File: config.mk
export PLATFORM = sky130hd
export DESIGN_NAME = shift_deserializer
export DESIGN_NICKNAME = d
export VERILOG_FILES = /design/src/rtl/shift_deserializer.sv
export SDC_FILE = /design/constraint.sdc
export NUM_CORES = 1
export LEC_CHECK = 0
export CAP_MARGIN = 20
export CORE_MARGIN = 3
export CORE_UTILIZATION = 40
export DETAILED_ROUTE_END_ITERATION = 8
export HOLD_SLACK_MARGIN = 0.08
export PLACE_DENSITY = 0.72
export REMOVE_ABC_BUFFERS = 1
export SYNTH_ARGS = -nofsm -noshare
export SYNTH_HDL_FRONTEND = slang
export SYNTH_SLANG_ARGS = --single-unit
File: constraint.sdc
create_clock -name i_clk -period 1.3 [get_ports i_clk]
set_input_delay 0.195 -clock i_clk [delete_from_list [all_inputs] [get_ports i_clk]]
set_output_delay 0.195 -clock i_clk [all_outputs]
set_load 0.005 [all_outputs]
File: src/rtl/shift_deserializer.sv
// Serial-in, parallel-out word collector with a valid/ready output register.
// Bits arrive MSB- or LSB-first. The direction is latched per word on its first bit.
module shift_deserializer #(
  parameter int DATA_WIDTH = 8,
  parameter int CNT_WIDTH  = 4
) (
  input  logic                  i_clk,
  input  logic                  i_reset,
  input  logic                  i_bit,
  input  logic                  i_bit_valid,
  input  logic                  i_msb_first,
  input  logic                  i_clear,
  output logic [DATA_WIDTH-1:0] o_data,
  output logic                  o_valid,
  input  logic                  i_ready,
  output logic                  o_busy,
  output logic                  o_overrun
);

  typedef enum logic {IDLE, SHIFT} state_t;

  state_t                state_q, state_d;
  logic [CNT_WIDTH-1:0]  cnt_q, cnt_d;
  logic [DATA_WIDTH-1:0] sr_q, sr_d;
  logic                  dir_q, dir_d;
  logic [DATA_WIDTH-1:0] data_q, data_d;
  logic                  valid_q, valid_d;
  logic                  ovr_q, ovr_d;

  logic                  dir_use;
  logic                  done;
  logic [DATA_WIDTH-1:0] shifted;

  // The first bit of a word uses the live direction input. Later bits use the latched flag.
  assign dir_use = (state_q == IDLE) ? i_msb_first : dir_q;
  assign shifted = dir_use ? {sr_q[DATA_WIDTH-2:0], i_bit} : {i_bit, sr_q[DATA_WIDTH-1:1]};
  assign done    = i_bit_valid && (cnt_q == CNT_WIDTH'(DATA_WIDTH - 1));

  always_comb begin
    state_d = state_q;
    cnt_d   = cnt_q;
    sr_d    = sr_q;
    dir_d   = dir_q;
    data_d  = data_q;
    valid_d = valid_q;
    ovr_d   = ovr_q;

    if (i_bit_valid) begin
      if (done) begin
        sr_d    = '0;
        cnt_d   = '0;
        state_d = IDLE;
      end else begin
        sr_d    = shifted;
        cnt_d   = cnt_q + CNT_WIDTH'(1);
        state_d = SHIFT;
        if (state_q == IDLE) dir_d = i_msb_first;
      end
    end

    if (done) begin
      if (!valid_q || i_ready) begin
        data_d  = shifted;
        valid_d = 1'b1;
      end else begin
        ovr_d   = 1'b1;
      end
    end else if (valid_q && i_ready) begin
      valid_d = 1'b0;
    end
  end

  always_ff @(posedge i_clk) begin
    if (i_reset || i_clear) begin
      state_q <= IDLE;
      cnt_q   <= '0;
      sr_q    <= '0;
      dir_q   <= 1'b0;
      data_q  <= '0;
      valid_q <= 1'b0;
      ovr_q   <= 1'b0;
    end else begin
      state_q <= state_d;
      cnt_q   <= cnt_d;
      sr_q    <= sr_d;
      dir_q   <= dir_d;
      data_q  <= data_d;
      valid_q <= valid_d;
      ovr_q   <= ovr_d;
    end
  end

  assign o_data    = data_q;
  assign o_valid   = valid_q;
  assign o_busy    = (state_q == SHIFT);
  assign o_overrun = ovr_q;

endmodule

## Yosys cells after proc, flatten, opt, wreduce, memory -nomap -nowiden

Index checks and enable logic that the tools add are counted.

- Output and inout port bits: 11
- Logic and storage cells: 30
- Register bits: 24
- Input bits: 7

- Eq/ne operators: 2
- Reduce and logical (&&, ||, !) cells: 10
- $add $sub $neg: 1
- Mux-type cells: 8
- Bitwise logic cells: 2

Operator list:

| cell | count |
|---|---|
| $mux 8 | 2 |
| $reduce_and 2->1 | 4 |
| $mux 1 | 5 |
| $add 4x1->4 const B | 1 |
| $eq 4x3->1 const B | 1 |
| $mux 4 | 1 |
| $logic_and 1x1->1 | 2 |
| $logic_or 1x1->1 | 2 |
| $ne 2x1->1 const B | 1 |
| $not 1->1 | 2 |
| $reduce_bool 2->1 | 1 |
| $logic_not 1->1 | 1 |

## Logic depth before layout (Yosys ltp)

- Word-level depth: 4
- Depth in mapped cells: 5
- Mapped depth without buffers: 4

## Worst setup path after synthesis

Ideal clock, no wire load.

- Kind: register to register
- Start: register cnt_q[0]
- End: register data_q[6] (netlist: o_data[6])
- Library setup time: 132 ps
- Path buffers: 1
- Setup slack: -7 ps
- Data required time: 1,168 ps
- Period minus slack after synthesis: 1,307 ps
- Stages on the path, launching flop included: 6
- Data arrival time: 1,175 ps
- Path through: dfxtp_1 -> ha_1 -> and4b_1 -> and2_1 -> clkbuf_1 -> a211oi_1

- Cells in the longest elaborated chain, start to end: 3

Ends and longest elaborated chain:

| element | RTL line | source |
|---|---|---|
| start, declared | 23 | `logic [CNT_WIDTH-1:0] cnt_q, cnt_d;` |
| start signal, assigned | 84 | `cnt_q <= cnt_d;` |
| $eq 4x3->1 | 37 | `assign done = i_bit_valid && (cnt_q == CNT_WIDTH'(DATA_WIDTH - 1));` |
| $logic_and 1x1->1 | 37 |  |
| $reduce_and 2->1 (no line) | - |  |
| end signal, assigned | 87 | `data_q <= data_d;` |
| end, declared | 26 | `logic [DATA_WIDTH-1:0] data_q, data_d;` |

No other way between the ends.
A chain may end at the register's enable or synchronous reset.

## Final worst setup path

- Start: register state_q (netlist: o_busy)
- End: register sr_q[4]

- Cells in the longest elaborated chain, start to end: 3

Ends and longest elaborated chain:

| element | RTL line | source |
|---|---|---|
| start, declared | 22 | `state_t state_q, state_d;` |
| start signal, assigned | 83 | `state_q <= state_d;` |
| $mux 1 | - |  |
| $mux 8 | 36 | `assign shifted = dir_use ? {sr_q[DATA_WIDTH-2:0], i_bit} : {i_bit, sr_q[DATA_WIDTH-1:1]};` |
| $mux 8 | 49 | `if (done) begin` |
| end signal, assigned | 85 | `sr_q <= sr_d;` |
| end, declared | 24 | `logic [DATA_WIDTH-1:0] sr_q, sr_d;` |

No other way between the ends.

==> metrics.csv <==
metric,value,unit
Seq cells post-synth,24,
outcome,finished clean,
IO Count,18,
Clk pwr share,31.0,%
worst setup path startpoint,o_busy$_SDFFE_PP0P_,
CP top delay family,multiplexers,
Worst-path clk slew,0.12,ns
Setup Viol. Count Final,0,
unrepaired setup endpoints after global routing,true,
die width,54.86,microns
MaxCap Viol Count,0,
antenna cell count,0,
Sequential cell area,496.7,sq um
number of remaining DRC errors,0,
synthesis-to-finish area growth,45.61,%
Buffers on Ports,17,
Post-Synth Simple-Gate Area,10.48,%
global route overflow,0,
Post-synth EDFFs,0,
Synth Flop Type,dfxtp_1,
Crit Path Max Fanout,8,
vias in the first global route,766,
Int Power,0.9809,mW
Initial Utilization,42.75,%
syn_area_per_cell,10.38,sq um
power share of the sequential group,59.4,%
DRT Pass-1 Iters,4,
DRT iter0 DRCs,9,
GP Congestion,0.7519,
switching power,0.2796,mW
startpoint types,flop,
Die ar.,0.003009,sq mm
htree depth,1,
post-synthesis cell type count,24,
Logic pwr share,9.6,%
"antenna viol nets, final",0,
initial antenna violation count,0,
Vias per Instance,5.331,
"Core Util, Final",62.24,%
layout cells sized above 1,39.84,%
Max Clock Skew,0.001986,ns
Post-synth ARST share,0,%
clock sinks,24,
clk buf depth,2,
depth of the worst register-to-register path,4,
Placeable Area,0.002233,sq mm
worst path required time,1.52,ns
Die H,54.86,microns
xor/xnor share of the synthesized area,1.835,%
CTS tree,built,
YS warnings,0,
Max Fclk,774.7,MHz
LEAKAGE,0.5338,nW
final WL,2187,microns
WP depth,4,
Critical Path Max Stage Delay,0.38,ns
Layout Nets,132,
synthesized area,954.7,sq um
Filler cells,187,
setup slack after layout,0.009242,ns
largest net degree at the start of global routing,14,
Hold Buf Count CTS,0,
footprint of the multi-input gates,518.0,sq um
largest family of logic cells by synthesized area,compound AO/OA/AOI/OAI gates,
Vias,805,
max_slew headroom,78.77,%
"commonest cells after routing, fill and taps aside","dfxtp_2 (13), buf_4 (13), a21oi_1 (11), dfxtp_1 (11), dlygate4sd2_1 (11)",
multiplexer area fraction after synthesis,11.80,%
Cell Rows,17,
wire length per cell,14.48,microns
sequential element share of the synthesized area,50.33,%
Crit path buffers/inverters,1,
setup slack after placement,-0.2415,ns
cts bufs inserted,3,
DP HPWL,1530,microns
Cell Pwr Density,906.8,mW/mm^2
clock root cell,clkbuf_4,
clock latency on the worst-skew pair,0.32,ns
Tightest Pin Transition,0.3176,ns
fin crit share,99.29,%
fin. max-slew vios,0,
CP Class,reg2reg,
FF-to-FF End,sr_q[4]$_SDFFE_PP0P_,
crit path cell chain,mux2i_4 -> buf_12 -> mux2i_4 -> o2bb2ai_1,
Total GRT Usage,17.01,%
Synth Area in Adders,1.311,%
crit path DAT,1.51,ns
Worst setup endpoint,sr_q[4]$_SDFFE_PP0P_,
Synth Area in Compound Gates,20.97,%
Worst R2R Start,o_busy$_SDFFE_PP0P_,
worst min path class,reg2reg,
global-route wire length before repair,3588,microns
cells after synthesis,92,
Switching Fraction,22.18,%
r2r setup slk,0.009,ns
CP endpoint kind,flop,
VDD IR max,0.0006293,V
Final Hold Fails,0,
most frequent CP cell,mux2i_4,
CP max stage cell,dfxtp_2,
crit path time final,1.291,ns
[through the flow]
stage | total power [mW] | instance area [sq um] | hold WS (ns) | cells | setup TNS (ns)
2_1_floorplan | 0.8083 | 930.9 | 0.3047 | 86 | -0.8289
3_3_place_gp | 0.8667 | 1246 | 0.4503 | 144 | -3.311
3_5_place_dp | 0.8701 | 1246 | 0.4481 | 144 | -3.512
4_1_cts | 1.255 | 1338 | 0.4714 | 151 | 0
5_1_grt | 1.310 | 1390 | 0.5220 | 151 | -0.4982
6_report | 1.260 | 1390 | 0.4712 | 151 | 0
[worst min-delay path: stages, from the launching register on]
cell	delay [ns]
dfxtp_2	0.34
a31oi_1	0.04
nor2_1	0.07
[Yosys cell counts (2+ instances only)]
cell	instances	area share [%]
clkbuf_1	5	2.0
nor2_1	5	2.0
mux2i_1	9	9.4
dfxtp_1	24	50
nand3b_1	2	1.6
a21oi_1	11	5.8
a211oi_1	8	6.3
o2bb2ai_1	8	7.3
nor3_1	2	1.0
xor2_1	2	1.8
nand2b_1	2	1.3
inv_1	2	0.79
[flip-flops by register name, indices dropped and copies added, names as in the netlist]
register	count
o_data	8
sr_q	8
cnt_q	4
dir_q	1
o_busy	1
o_overrun	1
o_valid	1
[per-layer routing]
metal / part of all wire, % / global-route usage [%] / vias to the layer above
li1: - / - / 406
met1: 42 / 20.79 / 380
met2: 51 / 26.97 / 15
met3: 5.4 / 5.995 / 4
met4: 0.96 / 6.639 / 0
met5: 0 / 0 / -
[worst min path at each step]
stage / from / endpoint / slack (ns) / cells past startpoint
after floorplan: i_bit_valid / dir_q$_SDFFE_PP0P_ / 0.30 / 1
after global placement: sr_q[0]$_SDFFE_PP0P_ / sr_q[0]$_SDFFE_PP0P_ / 0.45 / 1
after detailed placement: sr_q[7]$_SDFFE_PP0P_ / sr_q[7]$_SDFFE_PP0P_ / 0.45 / 1
after CTS: o_overrun$_SDFFE_PP0P_ / o_overrun$_SDFFE_PP0P_ / 0.47 / 2
after global routing: o_overrun$_SDFFE_PP0P_ / o_overrun$_SDFFE_PP0P_ / 0.52 / 2
final: o_overrun$_SDFFE_PP0P_ / o_overrun$_SDFFE_PP0P_ / 0.47 / 2
[cells by family (layout without fill, tap and decap cells)]
kind of cell    after synthesis  after routing
flops                        24             24
mux                          10             10
compound gates               29             29
buf+inv                       8             39
simple gates                 18             18
xor+xnor                      2              2
fa+ha+maj                     1              1
[power by group through the flow]
stage,clock (mW),combinational [mW],sequential (mW)
after detailed placement,0,0.107,0.763
after global routing,0.430,0.131,0.749
after floorplan,0,0.0450,0.763
final,0.391,0.122,0.748
after CTS,0.397,0.111,0.747
after global placement,0,0.104,0.763
[layout make-up]
type / count / area share, %
timing repair buffer: 33 / 21.33
clock buffer: 4 / 2.610
sequential: 24 / 35.73
tap: 28 / 2.520
inverter: 2 / 0.5401
multi-input combinational: 60 / 37.26
[what timing repair did]
item	in CTS	in global routing
setup endpoints to repair	28	19
endpoints found under the hold margin	0	0
gates resized for setup	32	11
buffers inserted	4	0
pin swaps	1	3
No activity file was read; power rests on OpenSTA's default activity.
==> RTL change, RTL diff (same flow settings) <==
Change the parameter `DATA_WIDTH` from 8 to 6.
--- a/src/rtl/shift_deserializer.sv
+++ b/src/rtl/shift_deserializer.sv
@@ -1,7 +1,7 @@
 // Serial-in, parallel-out word collector with a valid/ready output register.
 // Bits arrive MSB- or LSB-first. The direction is latched per word on its first bit.
 module shift_deserializer #(
-  parameter int DATA_WIDTH = 8,
+  parameter int DATA_WIDTH = 6,
   parameter int CNT_WIDTH  = 4
 ) (
   input  logic                  i_clk,
Ports: changed (resized o_data); port bits go from 18 to 16. No check against the original RTL was run, so the function may have changed too.
==> RTL change against the original RTL <==
  * The flow now finishes with violations (negative setup slack)
  * Clock skew is 0.0025 ns higher
  * Non-clock buffer count is 1 lower
  * Combinational power is 20% higher
  * Critical path depth is 1 higher
  * Area after synthesis is 13% lower
  * Routed wire length is 7.6% lower
  * Sequential cell count is 4 lower
  * Setup slack worse by 0.049 ns
  * Power is 17% lower
  * Cell area is 4.1% lower
  * Largest cell class unchanged
  * Largest power group unchanged
==> RTL change: results (changes against the original RTL) <==
qor: place.detailed_place_hpwl 1436 µm [-6.1%]
qor: synthesis.cell_with_the_most_instances_after_synthesis dfxtp_1
qor: critical_path.worstPathMaxFanout 7 [-1]
qor: synthesis.postSynth.asyncResetShare 0 [unchanged]
qor: power_and_ir_drop.worst_ir_drop_vdd 0.0005405 V [-14%]
qor: sta.totalNegativeSetupSlack -0.1576 ns [-0.1576 ns]
qor: detailed_routing.met3_wirelength 71 µm [-40%]
qor: synthesis.synth_cell_type_count 25 [+4.2%]
qor: synthesis.post_synth_most_frequent_cells dfxtp_1, a21oi_1, a211oi_1, mux2i_1, o2bb2ai_1
qor: place.gpl.final_weighted_congestion 0.7215 [-4.0%]
qor: detailed_routing.wl_per_cell 14.64 µm [+1.1%]
qor: layout.drive_gt1_frac 0.4425 [+0.04410]
qor: status.outcome finished with violations
qor: global_route.largest_net_degree_at_the_start_of_global_routing 13 [-1]
qor: global_route.grt_first_pass_wirelength 3305 µm [-7.9%]
qor: sta.final.setup.worst_slack -0.03933 ns [-0.04858 ns]
qor: sta.setup_violations 11 [+11]
qor: detailed_routing.drt_iter0_drc 3 [-6]
qor: global_route.grt_use_total 0.1676 [-0.002482]
qor: cts.clock_insertion_delay_worst_skew 0.28 ns [-0.04 ns]
qor: place.port_buffers 15 [-2]
qor: detailed_routing.drt_wl_total 2020 µm [-7.6%]
qor: sta.fin_worst_skew 0.004488 ns [+0.002502 ns]
qor: global_route.via_count_of_the_first_global_routing_pass 754 [-1.6%]
qor: layout.nNetsFinal 124 [-6.1%]
qor: status.failed_checks negative setup slack
qor: place.detailed_place.area 1129 µm² [-9.4%]
qor: hold_path.worstHoldPathType reg -> reg
qor: layout.filler_instances 145 [-22%]
qor: global_route.met2_usage 0.3157 [+0.04599]
qor: synthesis.synth_area_leaders dfxtp_1, mux2i_1, a21oi_1
qor: power_and_ir_drop.total_leakage_power 0.5077 nW [-4.9%]
qor: synthesis.synth.yosys.seq_area_share 0.4798 [-0.02352]
qor: synthesis.synth_area_per_cell 9.935 µm² [-4.3%]
qor: global_route.met3_track_utilization_from_global_routing 0.02006 [-0.03989]
qor: global_route.gr-usage-met1 0.1836 [-0.02432]
qor: detailed_routing.detail_route.wirelength.met1 848 µm [-7.9%]
qor: sta.max_slew_margin 0.8072 [+0.01952]
qor: critical_path.max_stage_delay 0.35 ns [-0.03 ns]
qor: critical_path.path_delay_family multiplexers
qor: place.placedCellCount 133 [-7.6%]
qor: place.detailedPlace.worstSlack -0.1943 ns [+0.04714 ns]
qor: detailed_routing.drt-vias-per-instance 5.391 [+1.1%]
==> RTL change: where the power goes <==
| part | switching [mW] | leakage, nW | internal [mW] | total (mW) |
|---|---|---|---|---|
| registers | 0.00651 | 0.166 | 0.619 | 0.626 |
| clock network | 0.164 | 0.0138 | 0.107 | 0.271 |
| logic | 0.0625 | 0.328 | 0.0833 | 0.146 |
| total | 0.233 | 0.508 | 0.810 | 1.04 |
==> RTL change: cell type report <==
cell class	instances	area, µm²	area share
multi-input cells	55	553.0	0.4150
well taps	25	31.28	0.02347
clock buffers	3	22.52	0.01690
repair buffers	32	302.8	0.2272
flip-flops and latches	20	411.6	0.3089
inverters	3	11.26	0.008451
==> RTL change: what timing repair did <==
action | CTS | global route
pin swaps | 5 | 9
gates resized for setup | 28 | 21
hold endpoints to repair | 0 | 0
setup endpoints to repair | 23 | 17
cloned | 0 | 0
setup buffers | 2 | 0
==> RTL change: final timing paths <==
kind / from / to / cells past startpoint / slack [ns]
worst min register to register: cnt_q[3]$_SDFFE_PP0P_ / cnt_q[3]$_SDFFE_PP0P_ / 2 / 0.49
worst max-delay path: o_busy$_SDFFE_PP0P_ / o_data[1]$_SDFFE_PP0P_ / 5 / -0.04
worst min-delay path: cnt_q[3]$_SDFFE_PP0P_ / cnt_q[3]$_SDFFE_PP0P_ / 2 / 0.49
worst max register to register: o_busy$_SDFFE_PP0P_ / o_data[1]$_SDFFE_PP0P_ / 5 / -0.04
==> RTL change: cells by family (layout without fill, tap and decap cells) <==
family                     Yosys count  in the layout  synth area share
buffers and inverters                9             38           0.04346
muxes                                7              7           0.09895
AOI/OAI and AO/OA                   25             25            0.2009
adders and majority gates            2              2           0.02998
and+or+nand+nor                     20             20            0.1364
DFF                                 20             20            0.4798
xor gates and xnor gates             1              1           0.01050
